--- src/rtl/seq_pkg.sv ---
// ============================================================================
// Module      : seq_pkg
// Description : Shared state encoding and the 0,0,1 sync pattern for the
//               sync-framed serial transmitter and its 001 detector.
// Revision    : 1.0 - initial release
// ============================================================================
`default_nettype none

package seq_pkg;

    typedef enum logic [2:0] {
        ST_IDLE  = 3'd0,
        ST_SYNC0 = 3'd1,
        ST_SYNC1 = 3'd2,
        ST_SYNC2 = 3'd3,
        ST_DATA  = 3'd4,
        ST_PAR   = 3'd5,
        ST_DONE  = 3'd6
    } seq_state_t;

    // Sent MSB first: SYNC0 carries bit 2, SYNC2 carries bit 0.
    localparam logic [2:0] c_SYNC_PATTERN = 3'b001;

endpackage

`default_nettype wire

--- src/rtl/seq_tx_shreg.sv ---
// ============================================================================
// Module      : seq_tx_shreg
// Description : Parallel-load, MSB-first shift register; load wins over shift.
// Revision    : 1.0 - initial release
// ============================================================================
`default_nettype none

module seq_tx_shreg #(
    parameter int WIDTH = 8
) (
    input  logic             clk,
    input  logic             reset,
    input  logic             load,
    input  logic             shift,
    input  logic [WIDTH-1:0] load_data,
    output logic             msb
);

    logic [WIDTH-1:0] r_data;

    always_ff @(posedge clk) begin
        if (reset) begin
            r_data <= '0;
        end else if (load) begin
            r_data <= load_data;
        end else if (shift) begin
            r_data <= r_data << 1;
        end
    end

    assign msb = r_data[WIDTH-1];

endmodule

`default_nettype wire

--- src/rtl/seq_tx_001.sv ---
// ============================================================================
// Module      : seq_tx_001
// Description : Moore FSM serialiser: sync 0,0,1 then DATA_W payload bits
//               MSB first, optional even-parity bit (SEQ_TX_PARITY_EN).
// Revision    : 1.0 - initial release
// ============================================================================
`default_nettype none

module seq_tx_001
    import seq_pkg::*;
#(
    parameter int DATA_W = 8
) (
    input  logic              clk,
    input  logic              reset,
    input  logic              in_valid,
    input  logic [DATA_W-1:0] in_data,
    output logic              in_ready,
    output logic              tx,
    output logic              busy,
    output logic              done
);

    localparam int CNT_W = (DATA_W > 1) ? $clog2(DATA_W) : 1;
    localparam logic [CNT_W-1:0] c_CNT_LAST = CNT_W'(DATA_W - 1);

    seq_state_t       r_state;
    seq_state_t       w_state_next;
    logic [CNT_W-1:0] r_cnt;
    logic             w_accept;
    logic             w_shift;
    logic             w_shreg_msb;

    assign w_accept = in_valid && in_ready;
    assign w_shift  = (r_state == ST_DATA);

    seq_tx_shreg #(
        .WIDTH (DATA_W)
    ) u_shreg (
        .clk       (clk),
        .reset     (reset),
        .load      (w_accept),
        .shift     (w_shift),
        .load_data (in_data),
        .msb       (w_shreg_msb)
    );

`ifdef SEQ_TX_PARITY_EN
    // Parity is captured at accept because the shift register is consumed.
    logic r_parity;

    always_ff @(posedge clk) begin
        if (reset) begin
            r_parity <= 1'b0;
        end else if (w_accept) begin
            r_parity <= ^in_data;
        end
    end
`endif

    always_ff @(posedge clk) begin
        if (reset) begin
            r_state <= ST_IDLE;
            r_cnt   <= '0;
        end else begin
            r_state <= w_state_next;
            if (r_state == ST_DATA && r_cnt != c_CNT_LAST) begin
                r_cnt <= r_cnt + CNT_W'(1);
            end else begin
                r_cnt <= '0;
            end
        end
    end

    always_comb begin
        w_state_next = r_state;
        tx           = 1'b1;
        busy         = 1'b1;
        in_ready     = 1'b0;
        done         = 1'b0;
        case (r_state)
            ST_IDLE: begin
                busy     = 1'b0;
                in_ready = 1'b1;
                if (in_valid) begin
                    w_state_next = ST_SYNC0;
                end
            end
            ST_SYNC0: begin
                tx           = c_SYNC_PATTERN[2];
                w_state_next = ST_SYNC1;
            end
            ST_SYNC1: begin
                tx           = c_SYNC_PATTERN[1];
                w_state_next = ST_SYNC2;
            end
            ST_SYNC2: begin
                tx           = c_SYNC_PATTERN[0];
                w_state_next = ST_DATA;
            end
            ST_DATA: begin
                tx = w_shreg_msb;
                if (r_cnt == c_CNT_LAST) begin
`ifdef SEQ_TX_PARITY_EN
                    w_state_next = ST_PAR;
`else
                    w_state_next = ST_DONE;
`endif
                end
            end
`ifdef SEQ_TX_PARITY_EN
            ST_PAR: begin
                tx           = r_parity;
                w_state_next = ST_DONE;
            end
`endif
            ST_DONE: begin
                done         = 1'b1;
                w_state_next = ST_IDLE;
            end
            default: begin
                w_state_next = ST_IDLE;
            end
        endcase
    end

endmodule

`default_nettype wire

--- config.mk ---
export PLATFORM = sky130hd
export DESIGN_NAME = seq_tx_001
export DESIGN_NICKNAME = d
export VERILOG_FILES = /design/src/rtl/seq_pkg.sv /design/src/rtl/seq_tx_shreg.sv /design/src/rtl/seq_tx_001.sv
export SDC_FILE = /design/constraint.sdc
export NUM_CORES = 1
export LEC_CHECK = 0
export ABC_AREA = 1
export CORE_AREA = 2 2 40 42
export DETAILED_ROUTE_END_ITERATION = 10
export DIE_AREA = 0 0 42 44
export GPL_TIMING_DRIVEN = 0
export PLACE_DENSITY_LB_ADDON = 0.1
export SLEW_MARGIN = 40
export SYNTH_ARGS = -nofsm -noshare
export SYNTH_HDL_FRONTEND = slang
export SYNTH_SLANG_ARGS = --single-unit
--- constraint.sdc ---
create_clock -name clk -period 1.7 [get_ports clk]
set_input_delay 0.425 -clock clk [delete_from_list [all_inputs] [get_ports clk]]
set_output_delay 0.425 -clock clk [all_outputs]
set_load 0.005 [all_outputs]
After elaboration in Yosys (flattened, before gate mapping)
Index checks and enable logic that the tools add are counted.

word-level totals
  output and inout port bits = 4
  bits of input ports = 11
  register bits after elaboration = 14
  word-level logic and storage cells = 30

cells by class
  reductions and logical operators = 7
  bitwise gates (word level) = 1
  equal/unequal tests = 9
  multiplexer cells = 9
  add/sub/neg operators = 1

operators with widths
  kind                 count
  $mux 8               2
  $pmux 3 s5           1
  $eq 3x3->1 const B   3
  $eq 3x2->1 const B   2
  $mux 3               2
  $ne 2x2->1 const B   2
  $reduce_or 2->1      2
  $add 3x1->3 const B  1
  $eq 3x1->1 const B   1
  $logic_not 3->1      1
  $mux 1               3
  $ne 3x3->1 const B   1
  $logic_and 1x1->1    2
  $pmux 1 s2           1
  $reduce_and 2->1     1
  $reduce_bool 2->1    1
  $not 1->1            1

Depth between registers and ports, before layout
  depth in word-level cells = 4
  gate-level depth with buffers = 7
  depth with buffers taken out = 7

By module
From an unflattened synthesis, not the netlist that was laid out.

unflattened totals
  cells, all modules = 104
  area, all modules = 709.4 µm²

modules (own cells, without submodules)
  module        cells each  area each (µm²)  sequential area each (µm²)  instances
  seq_tx_shreg  60          399.1            160.2                       1
  seq_tx_001    44          310.3            120.1                       1

Worst setup path before layout
No wires, ideal clock.

  path kind = register to output
  start = reg r_state[0]
  end = out tx
  cell stages (with the launch flop) = 6
  data required time = 1275 ps
  data arrival time = 820 ps
  buffers on the path = 0
  setup slack = 455 ps
  path through = dfxtp_1 -> nor2_4 -> nand2_1 -> inv_2 -> nand2_1 -> nand2_1

between the ends
  longest elaborated chain between the ends = 3
  elaborated cells on any way between the ends = 5
  those cells by class = eq/ne: 3; mux: 1; reduce/logical: 1

RTL lines
  item                                      RTL line          source
  start: declaration                        seq_tx_001.sv:27  seq_state_t r_state;
  start signal: assignment                  seq_tx_001.sv:66  r_state <= w_state_next;
  $eq 3x2->1 or $eq 3x1->1 (tied branches)  seq_tx_001.sv:81  case (r_state)
  $reduce_or 2->1 (no source line)          -
  $pmux 1 s2 (*)                            seq_tx_001.sv:81
  end: declaration                          seq_tx_001.sv:19  output logic tx,

Every way passes the cells marked *; elsewhere a longest branch is shown, timed or not.

Worst setup path in the final report
  start = reg r_state[0]
  end = out in_ready

between the ends
  longest elaborated chain between the ends = 2

RTL lines
  item              RTL line          source
  $logic_not 3->1   seq_tx_001.sv:81
  $mux 1            seq_tx_001.sv:81
  end: declaration  seq_tx_001.sv:18  output logic in_ready,

Every way passes these cells.

==> impl_metrics.toml <==
[setup_path]
max_stage_delay_ps = 370
reg2reg_from = "r_state[0]$_SDFFE_PP0P_"
crit_start = "r_state[0]$_SDFFE_PP0P_"
criticalPathCategory = "reg2out"
start_kind = "flop"
crit_required_ps = 1270
slowest_stage = "dfxtp_4"
rrSetupSlack_ps = 470
path_max_fanout = 5
reg2regPathDepth = 8
crit_end = "in_ready"
critPathTopFamily = "buffers and inverters"
crit_path_cell_trace = "nor2_4, buf_4, nand2_2, inv_2, clkdlybuf4s15_1"
path_buf_inv = 3
endpoint_kind = "output port"
cp.depth = 5
r2r_end = "u_shreg.r_data[7]$_SDFFE_PP0P_"
cp.arrival_ps = 1220

[global_routing]
grt_pass1_wl_um = 2550
grt_pass1_vias = 609
antenna_found_initial = 0
grt_util_all_layers = 0.188
grt-ovfl-total = 0
grt_max_degree = 11

[power]
switching_power_mw = 0.238
p_seq_frac = 0.470
peakVddDrop_mv = 0.481
p_clk_frac = 0.230
p_leak_nw = 0.477
p_comb_frac = 0.300
internal_power_mw = 0.561
p_per_area_nw_per_um2 = 859
switching_share = 0.298

[sta]
rsz0062_at_grt = "false"
setup_ws_ps = 51.7
final_max_slew_viol_count = 0
setup_viol_count_final = 0
final.min_clock_period_ps = 1650
maxSlewHeadroom = 0.745
hold_viol = 0
whs_ps = 433
fin_crit_sh = 0.970
clock_skew_ps = 1.59
fmax_mhz = 607
tightest_slew_ps = 383

[routing]
firstDrtPassIters = 4
routed-via-count = 704
drt_wl_total_um = 1480
viasPerCell = 5.06
drtIter0Drc = 11
drc = 0
antenna_left = 0
wl_per_cell_um = 10.7

[layout]
nFillCells = 143
area_delta_synth_final_pct = 36.3
num_antenna_cells = 0
final_cell_mix = "30 x nand2_1, 13 x inv_1, 13 x nand3_1, 11 x dfxtp_1, 10 x clkdlybuf4s50_1"
final_common_cell = "nand2_1"
finalInstanceArea_sq_um = 930
finalNetCount = 138
instances_no_fill = 139
drive_above_1_share = 0.203

[min_path]
timing.hold.worst.start = "r_cnt[0]$_SDFF_PP0_"
min_path_type = "reg2reg"

[yosys]
syn_inst = 99
synth_top_area_frac = 0.411
ys_top_cells_by_area = "dfxtp_1 41%, nand2_1 18%, nand3_1 9.5%"
synthSimpleGateAreaFrac = 0.387
synth_top_family_by_area = "simple AND/OR/NAND/NOR gates"
yosysSeqAreaShare = 0.411
synth.area.mux_share = 0
netlist_area_sq_um = 682
syn_area_per_cell_sq_um = 6.89
yosysTopAreaCell = "dfxtp_1"
synth-xor-area-share = 0
yosys_warnings = 0
synthesis.nets = 112
synthAdderAreaFrac = 0.0367
ys_seq_elements = 14
synth_cell_types = 16
synth_compound_area_frac = 0.0422

[placed_design]
place_ws_ps = -141
hpwl_um = 963
dpl_cell_area_sq_um = 842
dp.cells = 129
place.gp.congestion = 0.722
portBuffers = 14

[clock_network]
cts_buffers = 3
insertion_delay_ps = 280
path_clk_slew_ps = 80
ctsRootBufferMaster = "clkbuf_4"
htreeDepth = 1
cts_hold_buf = 0
cts_sinks = 14
tritoncts = "yes"
clock_path_buffers = 2

[floorplan]
coreArea_sq_um = 1420
rows = 14
start_util = 0.481
io_pins = 15
die_w_um = 42
dieHeight_um = 44
dieArea_sq_um = 1850

[status]
status = "completed"

[run]
max_cap_violations = 0
per-layer routing:
layer  global-route usage  share of wire
met5                    0              0
met2                0.294           0.49
met3               0.0417          0.051
met1                0.238           0.44
met4                0.116          0.026
sequential cells by signal, summed over array words and instances, names as in the netlist:
signal and cells:
r_state 3, r_cnt 3, u_shreg.r_data 8
cells in the mapped netlist:
| cell | number |
|---|---|
| nand2_1 | 32 |
| dfxtp_1 | 14 |
| inv_1 | 14 |
| nand3_1 | 13 |
| nand4_1 | 7 |
| nor2_1 | 5 |
| a21oi_1 | 3 |
| ha_1 | 2 |
| inv_2 | 2 |
| buf_2 | 1 |
| buf_4 | 1 |
| buf_6 | 1 |
| nor2_4 | 1 |
| nor3_1 | 1 |
| o21ai_0 | 1 |
| o21ai_2 | 1 |
layout make-up:
type,instances,area (sq um),area share
buffer,3,23.8,0.0256
multi-input combinational,66,327,0.351
inverter,16,60.1,0.0646
timing repair buffer,21,185,0.199
clock buffer,3,22.5,0.0242
sequential,14,292,0.314
tap,16,20.0,0.0215
what timing repair did:
item / in CTS / in global routing
gates cloned: 0 / 0
pin swaps: 1 / 3
gates resized for setup: 13 / 5
endpoints found under the setup margin: 4 / 1
setup buffers: 4 / 3
through the flow:
step                utilization  setup TNS, ps  power [mW]
CTS                       0.639          -34.5       0.779
global route              0.655              0       0.848
detailed placement        0.593           -141       0.590
global placement          0.593           -129       0.588
floorplan                     -              0       0.503
finish                    0.655              0       0.798
worst reg2reg max path: cells and delay by family, from the launching register on:
family,cells,cell delay (ps)
simple gates,4,370
flops,1,370
compound gates,1,120
buf+inv,3,280
worst min path at each step:
stage,slack [ps],depth (start not counted),end
after floorplan,400,1,r_cnt[0]$_SDFF_PP0_
after global placement,410,1,r_cnt[0]$_SDFF_PP0_
after detailed placement,430,1,r_cnt[0]$_SDFF_PP0_
after CTS,440,1,r_cnt[0]$_SDFF_PP0_
after global routing,450,1,r_cnt[0]$_SDFF_PP0_
final,430,1,r_cnt[0]$_SDFF_PP0_
cell families (layout without fill, tap and decap cells):
family | after synthesis | count (layout)
buffers and inverters | 19 | 43
AND/OR/NAND/NOR | 59 | 59
flip-flops | 14 | 14
adder cells (fa/ha/maj) | 2 | 2
AO/OA/AOI/OAI | 5 | 5
power by group through the flow:
| stage | logic, mW | registers [mW] | clock network, mW |
|---|---|---|---|
| after floorplan | 0.124 | 0.379 | 0 |
| after global placement | 0.206 | 0.382 | 0 |
| after detailed placement | 0.208 | 0.382 | 0 |
| after CTS | 0.216 | 0.375 | 0.189 |
| after global routing | 0.268 | 0.379 | 0.201 |
| final | 0.239 | 0.376 | 0.183 |
Note: power is estimated with default switching activity, not from simulation.
